===== src/rtl/ram_port_arbiter.sv =====
// Round-robin arbiter and access sequencer for the byte-lane RAM data port.
// Two requesters, one outstanding access, lane steering and load extension.
module ram_port_arbiter #(
    parameter int ADDR_WIDTH = 31,
    parameter int DATA_WIDTH = 31
) (
    input  logic                  clk,
    input  logic                  rst,
    input  logic                  clk_en,
    input  logic [1:0]            m_req_valid,
    output logic [1:0]            m_req_ready,
    input  logic [1:0]            m_req_we,
    input  logic [ADDR_WIDTH:0]   m_req_addr0,
    input  logic [ADDR_WIDTH:0]   m_req_addr1,
    input  logic [1:0]            m_req_size0,
    input  logic [1:0]            m_req_size1,
    input  logic [1:0]            m_req_unsigned,
    input  logic [DATA_WIDTH:0]   m_req_wdata0,
    input  logic [DATA_WIDTH:0]   m_req_wdata1,
    output logic [1:0]            m_resp_valid,
    output logic                  m_resp_err,
    output logic [DATA_WIDTH:0]   m_resp_rdata,
    output logic                  ram_clk_en,
    output logic                  ram_read_req,
    output logic [ADDR_WIDTH:0]   ram_read_addr,
    input  logic [DATA_WIDTH:0]   ram_read_data,
    output logic                  ram_write_enable,
    output logic [3:0]            ram_byte_enable,
    output logic [ADDR_WIDTH:0]   ram_write_addr,
    output logic [DATA_WIDTH:0]   ram_write_data
);

    localparam logic [1:0] S_IDLE   = 2'd0;
    localparam logic [1:0] S_ACCESS = 2'd1;
    localparam logic [1:0] S_RESP   = 2'd2;

    logic [1:0]          state_q, state_d;
    logic                last_grant_q;
    logic                owner_q;
    logic                we_q;
    logic                uns_q;
    logic                err_q;
    logic [1:0]          size_q;
    logic [ADDR_WIDTH:0] addr_q;
    logic [DATA_WIDTH:0] wdata_q;

    logic                gnt;
    logic                hs;
    logic [ADDR_WIDTH:0] addr_in;
    logic [1:0]          size_in;
    logic [DATA_WIDTH:0] wdata_in;
    logic                illegal_in;
    logic [1:0]          off;
    logic [ADDR_WIDTH:0] word_addr;
    logic [DATA_WIDTH:0] shifted;
    logic [DATA_WIDTH:0] load_ext;
    logic                in_access;
    logic                in_resp;

    assign ram_clk_en = clk_en;

    always_comb begin
        // Both valid: the one not granted last time; otherwise the lone requester
        gnt        = (&m_req_valid) ? ~last_grant_q : m_req_valid[1];
        addr_in    = gnt ? m_req_addr1  : m_req_addr0;
        size_in    = gnt ? m_req_size1  : m_req_size0;
        wdata_in   = gnt ? m_req_wdata1 : m_req_wdata0;
        illegal_in = (size_in == 2'd3)
                   || (size_in == 2'd1 && addr_in[0])
                   || (size_in == 2'd2 && addr_in[1:0] != 2'b00);
        m_req_ready = 2'b00;
        if (state_q == S_IDLE && clk_en && !rst && |m_req_valid)
            m_req_ready = gnt ? 2'b10 : 2'b01;
        hs = |m_req_ready;
        state_d = state_q;
        unique case (state_q)
            S_IDLE:   if (hs) state_d = illegal_in ? S_RESP : S_ACCESS;
            S_ACCESS: state_d = S_RESP;
            default:  state_d = S_IDLE;
        endcase
    end

    always_ff @(posedge clk) begin
        if (rst) begin
            state_q      <= S_IDLE;
            last_grant_q <= 1'b1;
            owner_q      <= 1'b0;
            we_q         <= 1'b0;
            uns_q        <= 1'b0;
            err_q        <= 1'b0;
            size_q       <= 2'd0;
            addr_q       <= '0;
            wdata_q      <= '0;
        end else if (clk_en) begin
            state_q <= state_d;
            if (hs) begin
                last_grant_q <= gnt;
                owner_q      <= gnt;
                we_q         <= m_req_we[gnt];
                uns_q        <= m_req_unsigned[gnt];
                err_q        <= illegal_in;
                size_q       <= size_in;
                addr_q       <= addr_in;
                wdata_q      <= wdata_in;
            end
        end
    end

    always_comb begin
        off       = addr_q[1:0];
        word_addr = {2'b00, addr_q[ADDR_WIDTH:2]};
        in_access = (state_q == S_ACCESS) && !rst;
        in_resp   = (state_q == S_RESP) && !rst;
        shifted   = ram_read_data >> {off, 3'b000};
        case (size_q)
            2'd0:    load_ext = {{24{~uns_q & shifted[7]}}, shifted[7:0]};
            2'd1:    load_ext = {{16{~uns_q & shifted[15]}}, shifted[15:0]};
            default: load_ext = ram_read_data;
        endcase

        ram_write_enable = in_access && we_q;
        ram_byte_enable  = 4'b0000;
        ram_write_addr   = '0;
        ram_write_data   = '0;
        if (ram_write_enable) begin
            ram_write_addr = word_addr;
            case (size_q)
                2'd0: begin
                    ram_byte_enable = 4'b0001 << off;
                    ram_write_data  = {4{wdata_q[7:0]}};
                end
                2'd1: begin
                    ram_byte_enable = 4'b0011 << off;
                    ram_write_data  = {2{wdata_q[15:0]}};
                end
                default: begin
                    ram_byte_enable = 4'b1111;
                    ram_write_data  = wdata_q;
                end
            endcase
        end

        // Read address stays up through RESP so the RAM output holds
        ram_read_req  = in_access && !we_q;
        ram_read_addr = '0;
        if ((in_access || in_resp) && !we_q && !err_q)
            ram_read_addr = word_addr;

        m_resp_valid = 2'b00;
        m_resp_err   = 1'b0;
        m_resp_rdata = '0;
        if (in_resp) begin
            m_resp_valid = owner_q ? 2'b10 : 2'b01;
            m_resp_err   = err_q;
            if (!we_q && !err_q)
                m_resp_rdata = load_ext;
        end
    end

endmodule


===== config.mk =====
export PLATFORM = sky130hd
export DESIGN_NAME = ram_port_arbiter
export DESIGN_NICKNAME = d
export VERILOG_FILES = /design/src/rtl/ram_port_arbiter.sv
export SDC_FILE = /design/constraint.sdc
export NUM_CORES = 1
export LEC_CHECK = 0
export CORE_AREA = 2 2 120 122
export CTS_BUF_LIST = sky130_fd_sc_hd__clkbuf_4
export DETAILED_ROUTE_END_ITERATION = 16
export DIE_AREA = 0 0 122 124
export HOLD_SLACK_MARGIN = 0.12
export PLACE_DENSITY = 0.9
export RECOVER_POWER = 100
export SLEW_MARGIN = 20
export SYNTH_ARGS = -nofsm -noshare
export SYNTH_HDL_FRONTEND = slang
export SYNTH_SLANG_ARGS = --single-unit

===== constraint.sdc =====
create_clock -name clk -period 4.6 [get_ports clk]
set_input_delay 0.92 -clock clk [delete_from_list [all_inputs] [get_ports clk]]
set_output_delay 0.92 -clock clk [all_outputs]
set_load 0.02 [all_outputs]

==> summary.txt, run 1 <==
Power and ir drop
  – Clock power frac: 0.314
  – Cell Int Power: 1.29 mW
  – Power per Cell Area: roughly 220 mW/mm^2
  – Total power: around 1.8 mW
  – Reg power frac: 0.396
  – Leakage: about 3.8 nW
  – Max IR drop VDD: approximately 0.15 mV
  – Comb power frac: 0.291
  – NetSw: 552 uW
  – Sw Ratio: 0.299

GRT
  – Vias in the first global route: 5246
  – Gr usage total: 0.240
  – First-pass GRT wire length: 28.0 mm
  – Initial antenna violation count: 1
  – Largest net degree at the start of global routing: 99
  – Met3 Usage GRT: 0.0655
  – Gr ovfl total: 0
  – Met2 GRT Util: 0.441
  – Most crowded layer after global routing: met2
  – Met1 Usage GRT: 0.258

Clock tree
  – Root Driver: clkbuf_4
  – Total CTS buffers: 9
  – Clk buf depth: 2
  – H-tree levels: 3
  – Clock-pin transition on the worst setup and hold timing paths: 0.13 ns
  – Hold-fix buffers at CTS: 0
  – Worst-Skew Late Latency: 0.42 ns
  – Post-CTS Setup Bufs: 0
  – Clock sink count: 73
  – Post-cts sizing count: 0
  – Clock tree from TritonCTS: done

Synthesis
  – Syn Area/Cell: 7.79 sq um
  – Yosys synthesis warning count: 0
  – Top cell type's share of synthesized area: 0.293
  – Number of synthesized flops with an enable pin: 0
  – Sequential element share of the synthesized area: 0.293
  – Area leader, netlist: dfxtp_1
  – Unique masters post-synth: 45
  – Synth area leaders: dfxtp_1 29%, mux2i_1 18%, a211oi_1 9.6%, and2_1 9.2%, nor2_1 8.0%
  – Synth Instances: 640
  – Synth async-reset ratio: 0
  – Number of synthesized register bits: 73
  – Ys flop type: dfxtp_1
  – Area of the mapped netlist: 0.00498 sq mm

Floorplanning
  – Chip height: 124 um
  – I/O Pins: 313
  – Die area: between 0.015 and 0.02 sq mm
  – Row count: 43
  – Initial core utilization: 0.363
  – Core box area: between 0.01 and 0.015 sq mm
  – Die Span X: about 120 um

Worst setup path
  – CP peak stage delay: 0.66 ns
  – Critical Path RT: 3.68 ns
  – Worst Path Arrival: 3.35 ns
  – Critical path class: input port to primary output
  – Depth of the most critical reg-to-reg path: 4
  – CP Launch Type: input port
  – Element type at the critical path end: primary output
  – CP max stage cell: dlygate4sd3_1
  – Crit path max fanout: 16
  – Crit path cell chain: buf_2 > or3b_1 > or3_4 > a2111oi_4 > clkbuf_2 > a21o_1 > dlygate4sd3_1

Finish
  – Fin nets: 1084
  – Register area: 0.00146 sq mm
  – Fillers: 1223
  – Layout cells sized above 1: 0.0404
  – Layout area overhead: 67.0%
  – Most common cell after layout, fill and taps aside: clkdlybuf4s50_1
  – Footprint of the multi-input gates: approximately 0.0032 sq mm
  – Most frequent cells in the layout: 174 x clkdlybuf4s50_1, 132 x dlygate4sd3_1, 106 x nor2_1

Route
  – Vias/cell: 5.09
  – Initial DRC count: 331
  – Via count: 5588
  – Remaining DRCs: 0
  – Pre-Repair DR Iteration Count: 6
  – Final WL: 18.8 mm
  – Antenna-violating nets left: 0
  – Drt wl/cell: 17.1 um

Timing
  – Final hold violation count: 0
  – Fmax: between 200 and 250 MHz
  – Fin crit share: 0.929
  – Setup TNS: 0 ns
  – PnR worst setup slack: 0.325 ns
  – Headroom to the max-slew limit: -0.172
  – Worst-Margin Slew: roughly 1.8 ns
  – RSZ-0062 raised after global routing: no
  – Tmin final: about 4.3 ns
  – Max-slew violation count: 154
  – Setup Skew: 0.0146 ns
  – Final setup fails: 0

Placed design
  – Gpl congestion: between 0.9 and 1
  – Pre-CTS setup slack: 0.528 ns
  – PortBufs: a little over 300
  – Hpwl dp: approximately 14 mm

Flow run
  – Number of max-cap violations: 2

Run status
  – Failing checks: capacitance limit, slew limit
  – Run status: finished with violations

Hold path
  – HP Class: flip-flop to flip-flop
  – Worst Hold Path Cells: 2
[worst max-delay path, delay by kind of cell]
kind	cells	cell delay [ns]
buf+inv	3	1.16
compound gates	2	0.46
simple gates	2	0.81
[flip-flops by register name (all words and copies together) (netlist names)]
name          cells
owner_q           1
wdata_q          32
we_q              1
size_q            2
uns_q             1
last_grant_q      1
state_q           2
err_q             1
addr_q           32
[cells in the mapped netlist, drive strengths merged (2+ instances only)]
library cell / number
inv: 14
a21o: 17
a211oi: 64
a22o: 4
nor4: 2
nor2: 107
nand2b: 2
mux2i: 91
o221ai: 2
a221oi: 8
a21oi: 28
buf: 16
dfxtp: 73
o21ai: 26
nand2: 33
o31ai: 2
or3: 2
and2: 73
o21a: 2
clkbuf: 47
nor2b: 2
nand3: 3
nand3b: 3
mux2: 3
[layer usage]
layer  wire length (um)  part of all wire
met4                587             0.031
met5                  0                 0
met3               1550             0.083
met2               9480              0.51
met1               7140              0.38
[logic make-up (layout without fill, tap and decap cells)]
family,count (synthesis),in the layout,share of synthesized area
flip-flops,73,73,0.293
multiplexers,94,94,0.190
AND/OR/NAND/NOR,231,231,0.222
buffers and inverters,77,350,0.0645
AO/OA/AOI/OAI,163,163,0.228
other,1,5,0.000752
XOR/XNOR,1,1,0.00176
[path summary, 6_finish.rpt]
path | startpoint | end | slack [ns]
setup reg to reg | last_grant_q | wdata_q[5] | 1.46
hold reg to reg | wdata_q[17] | wdata_q[17] | 0.51
setup / recovery | rst | m_resp_rdata[30] | 0.33
hold / removal | wdata_q[17] | wdata_q[17] | 0.51
[stage by stage]
stage | instances | cell area, sq um | utilization | hold WS [ns]
floorplan | 643 | 4990 | - | 0.445
global placement | 1080 | 8150 | 0.594 | 0.485
detailed placement | 1080 | 8150 | 0.594 | 0.491
CTS | 1096 | 8360 | 0.609 | 0.509
global route | 1097 | 8320 | 0.607 | 0.523
finish | 1097 | 8320 | 0.607 | 0.507
[power groups by stage]
| stage | clock network, mW | registers [mW] | logic (mW) |
|---|---|---|---|
| 6_report | 0.578 | 0.730 | 0.536 |
| 3_5_place_dp | 0 | 0.745 | 0.541 |
| 2_1_floorplan | 0 | 0.722 | 0.301 |
| 5_1_grt | 0.619 | 0.739 | 0.585 |
| 3_3_place_gp | 0 | 0.743 | 0.533 |
| 4_1_cts | 0.596 | 0.731 | 0.542 |
[cell type report]
type / instances / area share
Inverter: 14 / 0.00631
Multi-Input combinational cell: 493 / 0.387
Antenna cell: 1 / 0.000301
Clock buffer: 9 / 0.00812
Clock inverter: 7 / 0.0171
Tap cell: 180 / 0.0271
Sequential cell: 73 / 0.176
Timing Repair Buffer: 320 / 0.378
Power figures use the tool's default switching activity.
==> run 2: changes to the inputs <==
--- a/config.mk
+++ b/config.mk
@@ -7,9 +7,11 @@
 export LEC_CHECK = 0
 export CORE_AREA = 2 2 120 122
 export CTS_BUF_LIST = sky130_fd_sc_hd__clkbuf_4
+export CTS_CLUSTER_DIAMETER = 30
 export DETAILED_ROUTE_END_ITERATION = 16
 export DIE_AREA = 0 0 122 124
 export HOLD_SLACK_MARGIN = 0.12
+export MAX_ROUTING_LAYER = met4
 export PLACE_DENSITY = 0.9
 export RECOVER_POWER = 100
 export SLEW_MARGIN = 20
==> run 2 against run 1 <==
Non-clock buffer count unchanged. Die area unchanged. Clock skew about the same. Utilization unchanged. The flow still finishes with violations (capacitance limit, slew limit). Largest power group unchanged. Flip-flop and latch count unchanged. Fmax down 0.23%. First-iteration DRC count down 14%.
==> summary.txt, run 2 (same netlist as run 1, synthesis figures left out) <==
Run status
  – Failing checks: capacitance limit, slew limit
  – Run status: finished with violations

Route
  – Via count: 5657
  – Drt wl/cell: 17.2 um
  – Pre-Repair DR Iteration Count: 6
  – Antenna-violating nets left: 0
  – Remaining DRCs: 0
  – Vias/cell: 5.16
  – Initial DRC count: 284
  – Final WL: 18.8 mm

Clock tree
  – H-tree levels: 3
  – Clock tree from TritonCTS: done
  – Worst-Skew Late Latency: roughly 0.42 ns
  – Hold-fix buffers at CTS: 0
  – Post-CTS Setup Bufs: 0
  – Clock sink count: 73
  – Clock-pin transition on the worst setup and hold timing paths: 0.12 ns
  – Root Driver: clkbuf_4
  – Total CTS buffers: 9
  – Post-cts sizing count: 0
  – Clk buf depth: 2

Floorplanning
  – Die area: 0.0151 sq mm
  – I/O Pins: 313
  – Chip height: 124 um
  – Die Span X: 122 um
  – Initial core utilization: 0.363
  – Row count: 43
  – Core box area: 0.0137 sq mm

Worst setup path
  – Critical Path RT: 3.68 ns
  – Critical path class: input port to primary output
  – Element type at the critical path end: primary output
  – Worst Path Arrival: 3.36 ns
  – CP Launch Type: input port
  – FF-to-FF setup slack: 1.43 ns
  – CP peak stage delay: 0.67 ns
  – Crit path cell chain: buf_2 > or3b_1 > or3_4 > a2111oi_4 > clkbuf_2 > a21o_1 > dlygate4sd3_1
  – Crit path max fanout: 16
  – CP max stage cell: dlygate4sd3_1

Power and ir drop
  – Comb power frac: 0.290
  – Total power: about 1.8 mW
  – Max IR drop VDD: 0.151 mV
  – Leakage: ~3.8 nW
  – Clock power frac: 0.314
  – Sw Ratio: 0.300
  – NetSw: 555 uW
  – Reg power frac: 0.395
  – Cell Int Power: 1.29 mW
  – Power per Cell Area: 222 mW/mm^2

Flow run
  – Number of max-cap violations: 2

GRT
  – Gr ovfl total: 0
  – Gr usage total: 0.247
  – Vias in the first global route: 5270
  – Largest net degree at the start of global routing: 99
  – First-pass GRT wire length: 28.0 mm
  – Initial antenna violation count: 1

Finish
  – Fillers: 1223
  – Largest regs: addr_q (32), wdata_q (32)
  – Most frequent cells in the layout: 174 x clkdlybuf4s50_1, 132 x dlygate4sd3_1, 106 x nor2_1
  – Layout cells sized above 1: 0.0404
  – Most common cell after layout, fill and taps aside: clkdlybuf4s50_1
  – Layout area overhead: 67.0%
  – Fin nets: 1084
  – Final core occ: 0.607

Hold path
  – HP Class: flip-flop to flip-flop

Timing
  – Setup TNS: 0 ns
  – Headroom to the max-slew limit: -0.172
  – Setup Skew: 0.0149 ns
  – Tmin final: 4.28 ns
  – Fmax: roughly 230 MHz
  – Fin crit share: 0.931
  – Max-slew violation count: 154
  – Worst-Margin Slew: 1.76 ns
  – Final hold violation count: 0
  – Final setup fails: 0
  – RSZ-0062 raised after global routing: no

Placed design
  – Gpl congestion: 0.937
  – Hpwl dp: 14.4 mm
  – PortBufs: roughly 310
## run 2: critical path: cells and delay by family
kind / cells / cell delay [ns]
compound gates: 2 / 0.46
simple gates: 2 / 0.81
buf+inv: 3 / 1.18
## run 2: power groups by stage
| stage | registers (mW) | logic, mW | clock network [mW] |
|---|---|---|---|
| floorplan | 0.722 | 0.301 | 0 |
| global placement | 0.743 | 0.533 | 0 |
| detailed placement | 0.745 | 0.541 | 0 |
| CTS | 0.731 | 0.542 | 0.596 |
| global route | 0.739 | 0.585 | 0.621 |
| finish | 0.730 | 0.537 | 0.581 |
## run 2: final timing paths
kind | start | end | cells past startpoint
max | rst | m_resp_rdata[25] | 7
min | wdata_q[17] | wdata_q[17] | 2
max reg2reg | last_grant_q | wdata_q[5] | 4
min reg2reg | wdata_q[17] | wdata_q[17] | 2
## run 2: cell type report
cell class              instances  area (sq um)  share of cell area
multi-input cells             493          3220               0.387
repair buffers                320          3150               0.378
flip-flops and latches         73          1460               0.176
well taps                     180           225              0.0271
clock inverters                 7           143              0.0171
clock buffers                   9          67.6             0.00812
inverters                      14          52.6             0.00631
diodes                          1          2.50            0.000301
## run 2: stage by stage
| stage | instance area, sq um | cells | setup slack [ns] | hold slack (ns) |
|---|---|---|---|---|
| finish | 8320 | 1097 | 0.315 | 0.506 |
| CTS | 8360 | 1096 | 0.525 | 0.509 |
| detailed placement | 8150 | 1080 | 0.528 | 0.491 |
| global placement | 8150 | 1080 | 0.555 | 0.485 |
| global route | 8320 | 1097 | 0.242 | 0.523 |
| floorplan | 4990 | 643 | 1.20 | 0.445 |
## run 2: layer usage
layer,GRT usage,vias to the layer above,wire [um]
li1,-,2804,-
met1,0.269,2531,7360
met2,0.439,280,9420
met3,0.0600,42,1440
met4,0.0912,0,622
met5,-,-,0
==> run 3: changes to the inputs <==
--- a/config.mk
+++ b/config.mk
@@ -14,7 +14,6 @@
 export MAX_ROUTING_LAYER = met4
 export PLACE_DENSITY = 0.9
 export RECOVER_POWER = 100
-export SLEW_MARGIN = 20
 export SYNTH_ARGS = -nofsm -noshare
 export SYNTH_HDL_FRONTEND = slang
 export SYNTH_SLANG_ARGS = --single-unit
==> results of run 3 <==
Same layout as run 2: the final DEF is identical, and so are final timing and power.
